## src/rtl/rv_mem_arbiter_pkg.sv

```systemverilog
// Shared types for the rv32_core local SRAM arbiter: read-owner tags and the
// width of the host starvation counter.
package rv_mem_arbiter_pkg;

  typedef enum logic {
    OWN_CORE = 1'b0,
    OWN_HOST = 1'b1
  } owner_t;

  typedef struct packed {
    logic   valid;
    owner_t owner;
  } tag_t;

  localparam tag_t TAG_EMPTY = '{valid: 1'b0, owner: OWN_CORE};

  // Wide enough for the largest legal STARVE_MAX (15)
  localparam int CNT_W = 4;

endpackage

```

## src/rtl/rv_mem_arbiter_tag_pipe.sv

```systemverilog
// In-flight read owner pipe: a DEPTH-deep shift register of tags, so the tag
// of a read leaves the pipe in the same cycle its SRAM data is valid.
module rv_mem_arbiter_tag_pipe
  import rv_mem_arbiter_pkg::*;
#(
  parameter int DEPTH = 1
) (
  input  logic cclk,
  input  logic clr,
  input  tag_t push,
  output tag_t tail
);

  tag_t stage [DEPTH];

  always_ff @(posedge cclk) begin
    if (clr) begin
      for (int i = 0; i < DEPTH; i++) stage[i] <= TAG_EMPTY;
    end else begin
      stage[0] <= push;
      for (int i = 1; i < DEPTH; i++) stage[i] <= stage[i-1];
    end
  end

  assign tail = stage[DEPTH-1];

endmodule

```

## src/rtl/rv_mem_arbiter.sv

```systemverilog
// Two-requester arbiter for the rv32_core local SRAM: the core data bus has
// fixed priority, the host port gets a guaranteed slot via a starvation counter.
module rv_mem_arbiter
  import rv_mem_arbiter_pkg::*;
#(
  parameter int AW         = 32,
  parameter int RD_LAT     = 1,
  parameter int STARVE_MAX = 4
) (
  input  logic          cclk,
  input  logic          reset,
  input  logic [AW-1:0] adr,
  input  logic [3:0]    we,
  input  logic          re,
  input  logic [31:0]   dw,
  output logic [31:0]   dr,
  output logic          rdy,
  input  logic [AW-1:0] p_adr,
  input  logic          p_we,
  input  logic          p_re,
  input  logic [31:0]   p_dw,
  output logic [31:0]   p_dr,
  output logic          p_ack,
  output logic [AW-1:0] m_adr,
  output logic [3:0]    m_we,
  output logic          m_re,
  output logic [31:0]   m_dw,
  input  logic [31:0]   m_dr
);

  localparam logic [CNT_W-1:0] STARVE_LIM = CNT_W'(STARVE_MAX);

  logic             creq;
  logic             host_gnt;
  logic             core_gnt;
  logic             host_pend;
  logic             host_busy;
  logic             host_idle;
  logic             host_wr;
  logic [AW-1:0]    host_adr;
  logic [31:0]      host_dw;
  logic [CNT_W-1:0] starve_cnt;
  logic [31:0]      dr_q;
  logic             core_exit;
  logic             host_exit;
  tag_t             push_tag;
  tag_t             exit_tag;

  // Grants are suppressed during reset so nothing reaches the SRAM
  assign creq     = re | (|we);
  assign host_gnt = !reset && host_pend && (!creq || starve_cnt == STARVE_LIM);
  assign core_gnt = !reset && creq && !host_gnt;
  assign rdy      = !(creq && host_gnt);

  // The p_ack cycle still counts as busy so a level held through the ack is not re-latched
  assign host_idle = !host_pend && !host_busy && !p_ack;

  assign m_adr = host_gnt ? host_adr : adr;
  assign m_dw  = host_gnt ? host_dw  : dw;
  assign m_we  = host_gnt ? {4{host_wr}} : (core_gnt ? we : 4'h0);
  assign m_re  = host_gnt ? !host_wr : (core_gnt && re);

  always_comb begin
    push_tag       = TAG_EMPTY;
    push_tag.valid = m_re;
    push_tag.owner = host_gnt ? OWN_HOST : OWN_CORE;
  end

  rv_mem_arbiter_tag_pipe #(
    .DEPTH (RD_LAT)
  ) u_tag_pipe (
    .cclk (cclk),
    .clr  (reset),
    .push (push_tag),
    .tail (exit_tag)
  );

  assign core_exit = !reset && exit_tag.valid && (exit_tag.owner == OWN_CORE);
  assign host_exit = !reset && exit_tag.valid && (exit_tag.owner == OWN_HOST);
  assign dr        = core_exit ? m_dr : dr_q;

  always_ff @(posedge cclk) begin
    if (reset) begin
      dr_q <= '0;
    end else if (core_exit) begin
      dr_q <= m_dr;
    end
  end

  always_ff @(posedge cclk) begin
    if (reset) begin
      starve_cnt <= '0;
    end else if (host_gnt || !host_pend) begin
      starve_cnt <= '0;
    end else if (core_gnt && starve_cnt != STARVE_LIM) begin
      starve_cnt <= starve_cnt + CNT_W'(1);
    end
  end

  // Host request latch and completion; a simultaneous write and read is taken as a write
  always_ff @(posedge cclk) begin
    if (reset) begin
      host_pend <= 1'b0;
      host_busy <= 1'b0;
      host_wr   <= 1'b0;
      host_adr  <= '0;
      host_dw   <= '0;
      p_ack     <= 1'b0;
      p_dr      <= '0;
    end else begin
      p_ack <= 1'b0;
      if (host_idle && (p_we || p_re)) begin
        host_pend <= 1'b1;
        host_wr   <= p_we;
        host_adr  <= p_adr;
        host_dw   <= p_dw;
      end
      if (host_gnt) begin
        host_pend <= 1'b0;
        if (host_wr) p_ack <= 1'b1;
        else         host_busy <= 1'b1;
      end
      if (host_exit) begin
        p_dr      <= m_dr;
        p_ack     <= 1'b1;
        host_busy <= 1'b0;
      end
    end
  end

endmodule

```

## config.mk

```make
export PLATFORM = sky130hd
export DESIGN_NAME = rv_mem_arbiter
export DESIGN_NICKNAME = d
export VERILOG_FILES = /design/src/rtl/rv_mem_arbiter_pkg.sv /design/src/rtl/rv_mem_arbiter_tag_pipe.sv /design/src/rtl/rv_mem_arbiter.sv
export SDC_FILE = /design/constraint.sdc
export NUM_CORES = 1
export LEC_CHECK = 0
export ABC_AREA = 1
export CAP_MARGIN = 20
export CORE_MARGIN = 1
export CORE_UTILIZATION = 37
export CTS_CLUSTER_SIZE = 10
export DETAILED_ROUTE_END_ITERATION = 10
export HOLD_SLACK_MARGIN = 0.15
export PLACE_DENSITY = 0.82
export SLEW_MARGIN = 20
export SYNTH_ARGS = -nofsm -noshare
export SYNTH_HDL_FRONTEND = slang
export SYNTH_HIERARCHICAL = 1
export SYNTH_SLANG_ARGS = --single-unit
```

## constraint.sdc

```tcl
create_clock -name cclk -period 1.5 [get_ports cclk]
set_clock_uncertainty 0.1 [all_clocks]
set_input_delay 0.225 -clock cclk [delete_from_list [all_inputs] [get_ports cclk]]
set_output_delay 0.225 -clock cclk [all_outputs]
set_load 0.02 [all_outputs]
```

==> results_dict.tcl <==
set metrics [dict create \
    status "finished with violations" \
    violations "negative setup slack" \
    die_w_um 130 \
    first_iter_violations 546 \
    r2r_cells 12 \
    hold_ws_ps 338 \
    min_path_type "in2reg" \
    grt_overflow_total 0 \
    antenna_found_initial 3 \
    criticalPathCategory "reg2out" \
    htree_num_levels 4 \
    ir_worst_vdd_mv 0.783 \
    fin_crit_sh 1.44 \
    postCtsHoldBufs 0 \
    ys_seq_elements 138 \
    vias 8072 \
    cts.sinks 138 \
    postSynthCellCount 841 \
    worst_pin_slew_ps 489 \
    die_height_um 130 \
    fin_nets 1430 \
    maxCapViolations 0 \
    wirelength_um 32000 \
    setup_viol 115 \
    tritoncts "done" \
    regToRegSetupSlack_ps -210 \
    fin_crit_ps 2160 \
    p_per_area_nw_per_um2 854 \
    fp.dieArea_sq_um 17000 \
    ys_seq_area_frac 0.453 \
    n_fill_cell 777 \
    synth_top_area_share 0.453 \
    critPathMaxFanout 6 \
    instances_no_fill 1494 \
    layout-drive-gt1-share 0.418 \
    pin_count 304 \
    min_from "p_dw[21]" \
    grt.total_usage 0.296 \
    avgRoutedWirePerCell_um 21.4 \
    netlist_area_sq_um 6100 \
    use_met1 0.296 \
    port_buffers 303 \
    grt_util_met2 0.546 \
    design_area_sq_um 13300 \
    post_dp_cell_area_sq_um 10700 \
    root_buffer "clkbuf_16" \
    utilization 0.832 \
    rsz0062_at_grt "yes" \
    cts_buffers 17 \
    setup_slack_ps -661 \
    end_kind "output port" \
    firstDrtPassIters 6 \
    syn_to_final_growth_pct 118 \
    fin_tns_setup_ps -59420 \
    clkLatencyLatePin_ps 410 \
    grt_first_pass_wirelength_um 37900 \
    synth_cell_types 25 \
    grt_max_degree 55 \
    vias_per_cell 5.40 \
    globalplace.congestion 0.795 \
    max_slew_margin 0.674 \
    synth_nets 1012 \
    postSynthAreaPerCell_sq_um 7.25 \
    ctsLongestPathBuffers 2 \
    critPathLaunchType "flop" \
    slew_viol_final 0 \
    core_sq_um 16000 \
    ant_nets 0 \
    r2r_start "starve_cnt[1]$_SDFFE_PP0P_" \
    reg2reg_to "u_tag_pipe/stage[0][1]$_SDFF_PP0_" \
    final_hold_viol_count 0 \
    min_to "host_dw[21]$_SDFFE_PP0P_" \
    rows 46 \
    grtUsageMet3 0.0827 \
    initial_core_util 0.381 \
    synth_area_leaders "dfxtp_1, o21ai_0, inv_1" \
    cp.required_ps 1170 \
    crit_arrival_ps 1840 \
    clk_pin_slew_ps 60 \
    grt.busiest_layer "met2" \
    clock.fmax_mhz 463 \
    yosysWarningCount 6 \
    grt_pass1_vias 7406 \
    leakage_nw 5.70 \
    dp.cells 1408 \
    dp_hpwl_um 15200 \
    route.detailed.drc 0 \
    yosys.area.top_type "dfxtp_1" \
    holdPathStages 3 \
]
through the flow:
stage          total power [W]  setup slack (ps)
6_report                0.0114              -661
5_1_grt                 0.0117              -707
4_1_cts                 0.0109              -730
3_5_place_dp           0.00614             -1100
3_3_place_gp           0.00608             -1050
2_1_floorplan          0.00503             -73.5
cell families (layout without fill, tap and decap cells):
kind of cell,Yosys count,after routing,share of synthesized area
and+or+nand+nor,172,176,0.120
adders and majority gates,2,2,0.00410
DFF,138,138,0.453
AOI/OAI and AO/OA,292,292,0.256
buffers and inverters,236,663,0.165
other,0,6,0
xor gates and xnor gates,1,1,0.00144
layout by cell type, fill, tap and decap left out, types with 33 or more instances in the layout:
cell type	Yosys	routed
o21ai_0	144	89
nand3_1	42	33
clkdlybuf4s50_1	0	167
buf_6	13	123
buf_4	1	84
nand2_4	1	59
inv_1	176	152
dfxtp_1	138	134
a21oi_1	99	64
o21ai_4	0	55
worst max-delay path: stages (launching register included):
cell and delay [ps]:
dfxtp_2 320, inv_2 70, ha_4 140, nand3_4 90, nand2_8 170, nand2_8 140
clkbuf_16 200, o21ai_2 150, buf_6 140
report_power, final:
group / internal [W] / switching (W)
logic: 0.00128 / 0.00144
registers: 0.00389 / 0.0000890
clock network: 0.00304 / 0.00163
total: 0.00821 / 0.00315
area by class of cell:
class	count	area, sq um	area share
timing repair buffer	453	4870	0.366
inverter	178	691	0.0519
sequential	138	2770	0.208
clock inverter	11	193	0.0145
tap	216	270	0.0203
clock buffer	21	460	0.0346
multi-input combinational	471	4040	0.304
antenna	6	15.0	0.00113
how the worst max path moves through the flow:
stage	from	end	slack [ps]	depth (start not counted)
5_1_grt	starve_cnt[1]$_SDFFE_PP0P_	m_adr[5]	-710	9
4_1_cts	starve_cnt[1]$_SDFFE_PP0P_	m_dw[30]	-730	9
2_1_floorplan	starve_cnt[0]$_SDFFE_PP0P_	m_re	-70	9
3_5_place_dp	reset	m_adr[3]	-1100	6
6_report	starve_cnt[1]$_SDFFE_PP0P_	m_adr[14]	-660	8
3_3_place_gp	reset	m_adr[31]	-1050	6
sequential cells by signal (all words and copies together), names as in the netlist:
name              count
dr_q                 32
u_tag_pipe/stage      2
host_pend             1
host_adr             32
host_wr               1
host_busy             1
starve_cnt            4
p_dr                 32
host_dw              32
p_ack                 1
routing by layer:
| layer | vias up | share of wire |
|---|---|---|
| met5 | - | 0 |
| met4 | 0 | 0.064 |
| met3 | 165 | 0.089 |
| met2 | 542 | 0.50 |
| met1 | 3819 | 0.34 |
| li1 | 3546 | - |
synthesized netlist by cell type (all sizes together):
master / instances
o21a: 1
nand3: 43
inv: 178
clkbuf: 28
nor2: 13
nor3: 1
ha: 2
dfxtp: 138
nand2: 115
a211oi: 32
o21ai: 160
buf: 30
a21oi: 99
xnor2: 1
timing repair:
item | CTS | global route
endpoints found under the setup margin | 209 | 171
gates resized for setup | 744 | 243
gates cloned | 13 | 3
hold endpoints to repair | 0 | 0
setup buffers | 28 | 22
pin swaps | 16 | 38
(Power assumes the default switching activity.)
